$ cat src/rtl/imem_loader.sv
// Instruction memory loader: parses A5/LEN/data/CSUM byte frames into 32-bit
// word writes and holds the CPU until a checksum-verified image is in place.
module imem_loader #(
  parameter int unsigned DEPTH   = 64,
  parameter int unsigned AW      = 6,
  parameter int unsigned TIMEOUT = 1024
) (
  input  logic          clk,
  input  logic          rst,
  input  logic [7:0]    in_data,
  input  logic          in_valid,
  output logic          in_ready,
  output logic          wr_en,
  output logic [AW-1:0] wr_addr,
  output logic [31:0]   wr_data,
  output logic          cpu_hold,
  output logic          done,
  output logic          error,
  output logic [AW:0]   words_loaded
);

  localparam int unsigned TW   = $clog2(TIMEOUT + 1);
  localparam int unsigned WLW  = AW + 1;
  localparam logic [7:0]  SYNC = 8'hA5;

  typedef enum logic [2:0] {
    S_IDLE,
    S_LEN,
    S_DATA,
    S_SUM,
    S_DONE,
    S_ERR
  } state_t;

  state_t          state;
  logic [WLW-1:0]  len;
  logic [1:0]      byte_cnt;
  logic [23:0]     word_sr;
  logic [7:0]      csum;
  logic [AW-1:0]   addr;
  logic [TW-1:0]   tcnt;
  logic            xfer;

  // The loader never back-pressures; only reset blocks the link.
  assign in_ready = !rst;
  assign xfer     = in_valid && in_ready;

  always_ff @(posedge clk) begin
    if (rst) begin
      state        <= S_IDLE;
      len          <= '0;
      byte_cnt     <= '0;
      word_sr      <= '0;
      csum         <= '0;
      addr         <= '0;
      tcnt         <= '0;
      wr_en        <= 1'b0;
      wr_addr      <= '0;
      wr_data      <= '0;
      cpu_hold     <= 1'b1;
      done         <= 1'b0;
      error        <= 1'b0;
      words_loaded <= '0;
    end else begin
      wr_en <= 1'b0;
      case (state)
        S_IDLE, S_DONE, S_ERR: begin
          if (xfer && in_data == SYNC) begin
            state    <= S_LEN;
            tcnt     <= '0;
            cpu_hold <= 1'b1;
            done     <= 1'b0;
            error    <= 1'b0;
          end
        end

        S_LEN, S_DATA, S_SUM: begin
          // An expired timeout aborts even if a byte shows up that same cycle.
          if (tcnt == TW'(TIMEOUT)) begin
            state <= S_ERR;
            error <= 1'b1;
            tcnt  <= '0;
          end else if (xfer) begin
            tcnt <= '0;
            case (state)
              S_LEN: begin
                if (in_data == 8'd0 || {24'd0, in_data} > DEPTH) begin
                  state <= S_ERR;
                  error <= 1'b1;
                end else begin
                  len          <= WLW'(in_data);
                  addr         <= '0;
                  byte_cnt     <= '0;
                  csum         <= '0;
                  words_loaded <= '0;
                  state        <= S_DATA;
                end
              end

              S_DATA: begin
                csum     <= csum ^ in_data;
                byte_cnt <= byte_cnt + 2'd1;
                if (byte_cnt == 2'd3) begin
                  wr_en        <= 1'b1;
                  wr_addr      <= addr;
                  wr_data      <= {word_sr, in_data};
                  addr         <= addr + AW'(1);
                  words_loaded <= words_loaded + WLW'(1);
                  if (words_loaded + WLW'(1) == len) begin
                    state <= S_SUM;
                  end
                end else begin
                  word_sr <= {word_sr[15:0], in_data};
                end
              end

              default: begin
                if (in_data == csum) begin
                  state    <= S_DONE;
                  done     <= 1'b1;
                  cpu_hold <= 1'b0;
                end else begin
                  state <= S_ERR;
                  error <= 1'b1;
                end
              end
            endcase
          end else begin
            tcnt <= tcnt + TW'(1);
          end
        end

        default: state <= S_IDLE;
      endcase
    end
  end

endmodule

$ cat config.mk
export PLATFORM = sky130hd
export DESIGN_NAME = imem_loader
export DESIGN_NICKNAME = d
export VERILOG_FILES = /design/src/rtl/imem_loader.sv
export SDC_FILE = /design/constraint.sdc
export NUM_CORES = 1
export LEC_CHECK = 0
export ABC_AREA = 1
export BUFFER_PORTS_ARGS = -buffer_cell sky130_fd_sc_hd__buf_4
export CAP_MARGIN = 20
export CORE_AREA = 2 2 145 90
export CTS_CLUSTER_DIAMETER = 80
export DETAILED_ROUTE_END_ITERATION = 12
export DIE_AREA = 0 0 147 92
export PLACE_DENSITY = 0.6
export SETUP_SLACK_MARGIN = 0.2
export SLEW_MARGIN = 20
export SYNTH_ARGS = -nofsm -noshare
export SYNTH_HDL_FRONTEND = slang
export SYNTH_SLANG_ARGS = --single-unit
export TNS_END_PERCENT = 5
$ cat constraint.sdc
create_clock -name clk -period 3.1 [get_ports clk]
set_clock_uncertainty 0.1 [all_clocks]
set_input_delay 0.155 -clock clk [delete_from_list [all_inputs] [get_ports clk]]
set_output_delay 0.155 -clock clk [all_outputs]
set_load 0.01 [all_outputs]
==> qor.yml, run 1 <==
yosys:
  synth_edf_count: 0
  netlist_top_cells_area: "dfxtp_1 46%, o21ai_0 8.8%, nand2_1 8.8%, a21oi_1 8.6%, inv_1 5.5%"
  ys_ff_latch: 110
  yosysTopAreaCell: "dfxtp_1"
  postSynthAreaPerCell_sq_um: 7.37
  netlist_area_sq_um: 4820
  yosysUniqueCellTypes: 32
  async_flop_share_pct: 0
  ys.flop_type: "dfxtp_1"
  ys_seq_area_share_pct: 45.7
  ys_warn_count: 0
  synth_cells: 653
  synth_top_area_share_pct: 45.7
  synth.net_count: 669
placed_design:
  portBuffers: 60
  hpwl_mm: 8.58
  place_congestion: 0.864
critical_path:
  required_ns: 3.24
  arrival_ns: 2.50
  reg2reg_from: "tcnt[0]"
  path_max_fanout: 24
  critPathMaxStageDelay_ns: 0.48
  crit_family: "simple AND/OR/NAND/NOR gates"
  worstPathCellList: "inv_1 > ha_1 > nand2_1 > nor2_1 > nand2_2 > nand3_1 > a21oi_4 > buf_4 > nand3_1 > nand2_1 > nor2_1"
  crit_start: "tcnt[0]"
  cp_num_buf_inv: 2
  crit_slowest_cell: "a21oi_4"
  setup.worst_path.start_class: "register"
  worstSetupPathType: "reg2reg"
  crit_path_end_kind: "register"
floorplan:
  fp.dieH_um: 92
  core_sq_um: 12400
  die-area_sq_um: 13500
  pin_count: 61
  initial_core_util_pct: 38.8
  rows: 32
  die_w_um: 147
layout:
  area_delta_synth_final_pct: 17.9
  multi_input_area_sq_um: 2130
  drive_above_1_share_pct: 15.3
  final_nets: 715
  n_fill_cell: 1283
  register_area_sq_um: 2200
  n_antenna_cell: 0
  final_common_cell: "nand2_1"
  final_cell_mix: "113 x nand2_1, 110 x dfxtp_1, 85 x o21ai_0"
pwr:
  leakage_nw: 2.35
  pwr-share-clk_pct: 38.3
  p_int_mw: 2.30
  ir_drop_v: 0.000334
  switching_share_pct: 28.9
  p_total_mw: 3.24
  p_per_area_nw_per_um2: 570
  combPwrFrac_pct: 14.4
  netSwitchingPower_uw: 935
  sequentialPowerShare_pct: 47.3
sta:
  slew_violations: 0
  max_slew_margin_pct: 62.1
  fin_crit_sh_pct: 76.2
  worst_pin_slew_ns: 0.567
  setup_tns_ns: 0
  setup_violations: 0
  period_minus_slack_ns: 2.36
  fmax_ghz: 0.423
  fin_hold_ws_ns: 0.0327
  rsz0062_at_grt: "false"
  hold_viol_final: 0
clock_network:
  cts-root-buf: "clkbuf_16"
  cts_sinks: 110
  clk_pin_slew_ns: 0.08
  postCtsSetupBuffers: 0
  cts_buffers: 9
  clock_latency_ns: 0.35
  cts_resized: 0
  cts_tree: "built"
  htreeDepth: 3
  clockBufferDepth: 2
  ctsHoldBuffers: 0
grt:
  grt-ovfl-total: 0
  track_usage_pct: 18.2
  antenna_found_initial: 0
  grt_pass1_vias: 4006
  grt_max_degree: 56
  grt_pass1_wl_mm: 19.9
min_path:
  hp-class: "in2reg"
  hold_start: "in_data[1]"
detailed_routing:
  drc: 0
  routed_via_density: 5.04
  wl_per_cell_um: 13.7
  detail-route-antenna-nets: 0
  wl_mm: 11.9
  drt_first_pass_iters: 5
  dr_total_vias: 4401
  first_iter_violations: 297
outcome:
  status: "complete, no violations"
flow_run:
  cap_violations: 0
## cell families (layout without fill, tap and decap cells)
kind of cell	after synthesis	after routing	share of synthesized area [%]
simple gates	236	236	21.5
compound gates	179	179	19.2
flops	110	110	45.7
xor+xnor	10	10	2.10
fa+ha+maj	5	5	1.30
buf+inv	113	164	10.1
## layout make-up
class	instances	area share, %
Sequential cell	110	38.8
Multi-Input combinational cell	430	37.4
Timing Repair Buffer	65	8.82
Inverter	83	5.49
Clock buffer	10	4.21
Tap cell	170	3.75
Clock inverter	6	1.50
## state kept, by name (all words and copies together), names as in the netlist
name	flops
words_loaded	7
len	7
byte_cnt	2
addr	6
csum	8
state	3
error	1
cpu_hold	1
wr_addr	6
wr_data	32
word_sr	24
tcnt	11
wr_en	1
done	1
## worst register-to-register path, cell delays in order (launching register included)
cell	delay [ns]
dfxtp_1	0.38
inv_1	0.08
ha_1	0.22
nand2_1	0.08
nor2_1	0.05
nand2_2	0.17
nand3_1	0.16
a21oi_4	0.48
buf_4	0.29
nand3_1	0.10
nand2_1	0.11
nor2_1	0.04
## stage by stage
step,instance area [sq um],util [%],worst slack [ns],cells
floorplan,4820,-,1.35,653
global placement,5350,43.1,0.860,858
detailed placement,5350,43.1,0.759,858
CTS,5680,45.7,0.744,874
global route,5680,45.7,0.503,874
finish,5680,45.7,0.736,874
## cells in the mapped netlist (2+ instances only)
| master | n |
|---|---|
| nand3_1 | 42 |
| nor2_1 | 45 |
| buf_6 | 5 |
| nand2_2 | 4 |
| xor2_1 | 5 |
| a211oi_1 | 2 |
| nand2_1 | 113 |
| nand4_1 | 15 |
| dfxtp_1 | 110 |
| a21oi_1 | 83 |
| buf_2 | 6 |
| o21ai_1 | 6 |
| inv_2 | 12 |
| inv_1 | 71 |
| xnor2_1 | 4 |
| clkbuf_1 | 14 |
| o21ai_0 | 85 |
| buf_4 | 5 |
| nor2_2 | 3 |
| nor3_1 | 6 |
| ha_1 | 5 |
| or2_2 | 2 |
## layer usage
layer	part of all wire, %	global-route usage [%]
met5	0	0
met4	0.77	3.61
met3	6.2	4.23
met2	42	26.6
met1	51	27.3
## path summary, 6_finish.rpt
path | to | slack [ns] | cells past startpoint
setup / recovery | words_loaded[5] | 0.74 | 11
hold / removal | wr_data[1] | 0.03 | 3
setup reg to reg | words_loaded[5] | 0.74 | 11
hold reg to reg | done | 0.36 | 2
## power by group through the flow
stage	clock network [mW]	logic, mW	registers (mW)
after floorplan	0	0.343	1.56
after global placement	0	0.448	1.56
after detailed placement	0	0.460	1.56
after CTS	1.27	0.461	1.53
after global routing	1.33	0.528	1.54
final	1.24	0.466	1.53
Note: power is estimated with default switching activity, not from simulation.
==> run 2: changes to the inputs <==
--- a/config.mk
+++ b/config.mk
@@ -12,7 +12,7 @@
 export CTS_CLUSTER_DIAMETER = 80
 export DETAILED_ROUTE_END_ITERATION = 12
 export DIE_AREA = 0 0 147 92
-export PLACE_DENSITY = 0.6
+export PLACE_DENSITY = 0.62
 export SETUP_SLACK_MARGIN = 0.2
 export SLEW_MARGIN = 20
 export SYNTH_ARGS = -nofsm -noshare
==> constraint.sdc (replaced) <==
create_clock -name clk -period 2 [get_ports clk]
set_clock_uncertainty 0.1 [all_clocks]
set_input_delay 0.1 -clock clk [delete_from_list [all_inputs] [get_ports clk]]
set_output_delay 0.1 -clock clk [all_outputs]
set_load 0.01 [all_outputs]
==> qor.yml, run 2 (synthesis results as in run 1) <==
layout:
  largest_reg_flops: 32  # unchanged
  final_util_pct: 50.8  # was 45.7%
  final_common_cell: "nand2_1"  # unchanged
  multi_input_area_sq_um: 2260  # was 2130 sq um
  design_area_sq_um: 6300  # was 5680 sq um
  area_delta_synth_final_pct: 30.9  # was 17.9%
  final_cells: 913  # was 874
  largest_register: "wr_data"  # unchanged
  n_antenna_cell: 0  # unchanged
  final_nets: 754  # was 715
  n_fill_cell: 1196  # was 1,283
  top_regs: "wr_data: 32 flops, word_sr: 24 flops, tcnt: 11 flops"  # unchanged
  drive_above_1_share_pct: 23.0  # was 15.3%
  register_area_sq_um: 2210  # was 2200 sq um
  final_cell_mix: "106 x nand2_1, 101 x dfxtp_1, 82 x a21oi_1"  # was 113 x nand2_1, 110 x dfxtp_1, 85 x o21ai_0
clock_network:
  cts_tree: "built"  # unchanged
  cts_buffers: 9  # unchanged
  cts-root-buf: "clkbuf_16"  # unchanged
  clock_latency_ns: 0.36  # was 0.35 ns
  cts_sinks: 110  # unchanged
  clk_pin_slew_ns: 0.08  # about the same
  clockBufferDepth: 2  # unchanged
  htreeDepth: 3  # unchanged
detailed_routing:
  dr_total_vias: 4642  # was 4,401
  wl_mm: 13.5  # was 11.9 mm
  detail-route-antenna-nets: 0  # unchanged
  routed_via_density: 5.08  # was 5.04
  wl_per_cell_um: 14.8  # was 13.7 um
  drt_first_pass_iters: 5  # unchanged
  drc: 0  # unchanged
  first_iter_violations: 352  # was 297
grt:
  grt-ovfl-total: 0  # unchanged
  antenna_found_initial: 0  # unchanged
  track_usage_pct: 19.8  # was 18.2%
  grt_pass1_wl_mm: 21.4  # was 19.9 mm
  grt_max_degree: 50  # was 56
  grt_pass1_vias: 4238  # was 4,006
sta:
  max_slew_margin_pct: 61.1  # was 62.1%
  hold_viol_final: 0  # unchanged
  fmax_ghz: 0.550  # was 0.423 GHz
  fin_hold_ws_ns: 0.0159  # was 0.0327 ns
  fin_crit_sh_pct: 91.0  # was 76.2%
  worst_pin_slew_ns: 0.580  # was 0.567 ns
  slew_violations: 0  # unchanged
  setup_tns_ns: 0  # unchanged
  setup_violations: 0  # unchanged
  rsz0062_at_grt: "true"  # was false
  period_minus_slack_ns: 1.82  # was 2.36 ns
  fin_ws_ns: 0.181  # was 0.736 ns
placed_design:
  dpl_cell_area_sq_um: 5460  # was 5350 sq um
  numPlacedInstances: 869  # was 858
  portBuffers: 60  # unchanged
  place_congestion: 0.892  # was 0.864
  dp_slack_ns: -0.0327  # was 0.759 ns
  hpwl_mm: 9.06  # was 8.58 mm
critical_path:
  worstPathCellList: "inv_2 > nand3_1 > inv_1 > nand3_1 > a21oi_4 > buf_12 > buf_12 > clkbuf_16 > nor2_1 > a211oi_2"  # was inv_1 > ha_1 > nand2_1 > nor2_1 > nand2_2 > nand3_1 > a21oi_4 > buf_4 > nand3_1 > nand2_1 > nor2_1
  worstSetupPathType: "reg2reg"  # unchanged
  required_ns: 2.19  # was 3.24 ns
  arrival_ns: 2.00  # was 2.50 ns
  crit_slowest_cell: "dfxtp_1"  # was a21oi_4
  setup.worst_path.start_class: "register"  # unchanged
  path_max_fanout: 6  # was 24
  crit_path_end_kind: "register"  # unchanged
  critPathMaxStageDelay_ns: 0.36  # was 0.48 ns
floorplan:
  fp.dieH_um: 92  # unchanged
  die_w_um: 147  # unchanged
  pin_count: 61  # unchanged
  rows: 32  # unchanged
  die-area_sq_um: 13500  # unchanged
  initial_core_util_pct: 38.8  # unchanged
  core_sq_um: 12400  # unchanged
pwr:
  ir_drop_v: 0.000421  # was 0.000334 V
  leakage_nw: 2.60  # was 2.35 nW
  p_per_area_nw_per_um2: 834  # was 570 nW/um^2
  p_total_mw: 5.26  # was 3.24 mW
min_path:
  hp-class: "in2reg"  # unchanged
flow_run:
  cap_violations: 0  # unchanged
outcome:
  status: "complete, no violations"  # unchanged
==> run 2: changes by cell type in the layout (fill, tap and decap cells not counted), sizes merged <==
cell,before,now
inv,86,87
clkinv,1,2
dlygate4sd3,0,15
nand2,118,119
clkinvlp,1,0
buf,65,86
clkbuf,10,11
==> run 2: timing repair <==
item,4_1_cts,5_1_grt
setup buffers,4,4
setup endpoints to repair,41,108
hold buffers,15,0
cloned,2,3
pin swaps,2,14
endpoints found under the hold margin,16,0
resized for setup,14,63
==> run 2: worst max-delay path, delay by kind of cell (launching register included) <==
family          cells  cell delay (ns)
simple gates        3             0.35
flops               1             0.36
buf+inv             5             0.63
compound gates      2             0.31
==> run 2: final cells by class <==
type                       count  share of cell area (%)
inverter                      83                    4.98
tap                          170                    3.37
sequential                   110                    35.1
clock buffer                   9                    3.57
multi-input combinational    431                    35.9
timing repair buffer         103                    15.4
clock inverter                 7                    1.63
==> run 2: path summary, 6_finish.rpt <==
| path | start | to | slack [ns] | cells after the start |
|---|---|---|---|---|
| hold reg to reg | done | done | 0.36 | 2 |
| setup / recovery | state[2] | byte_cnt[1] | 0.18 | 10 |
| setup reg to reg | state[2] | byte_cnt[1] | 0.18 | 10 |
| hold / removal | in_data[6] | word_sr[6] | 0.02 | 3 |
==> run 2: per-layer routing <==
| metal | track usage (%) | wire, um | vias up |
|---|---|---|---|
| met5 | 0 | 0 | - |
| met4 | 5.13 | 127 | 0 |
| met3 | 4.33 | 760 | 12 |
| met2 | 26.9 | 5340 | 141 |
| met1 | 31.2 | 7310 | 2169 |
| li1 | - | - | 2320 |
==> run 2: where the power goes <==
group | switching (mW) | internal, mW
Clock | 0.913 | 1.02
Sequential | 0.0800 | 2.30
Combinational | 0.580 | 0.357
Total | 1.57 | 3.68
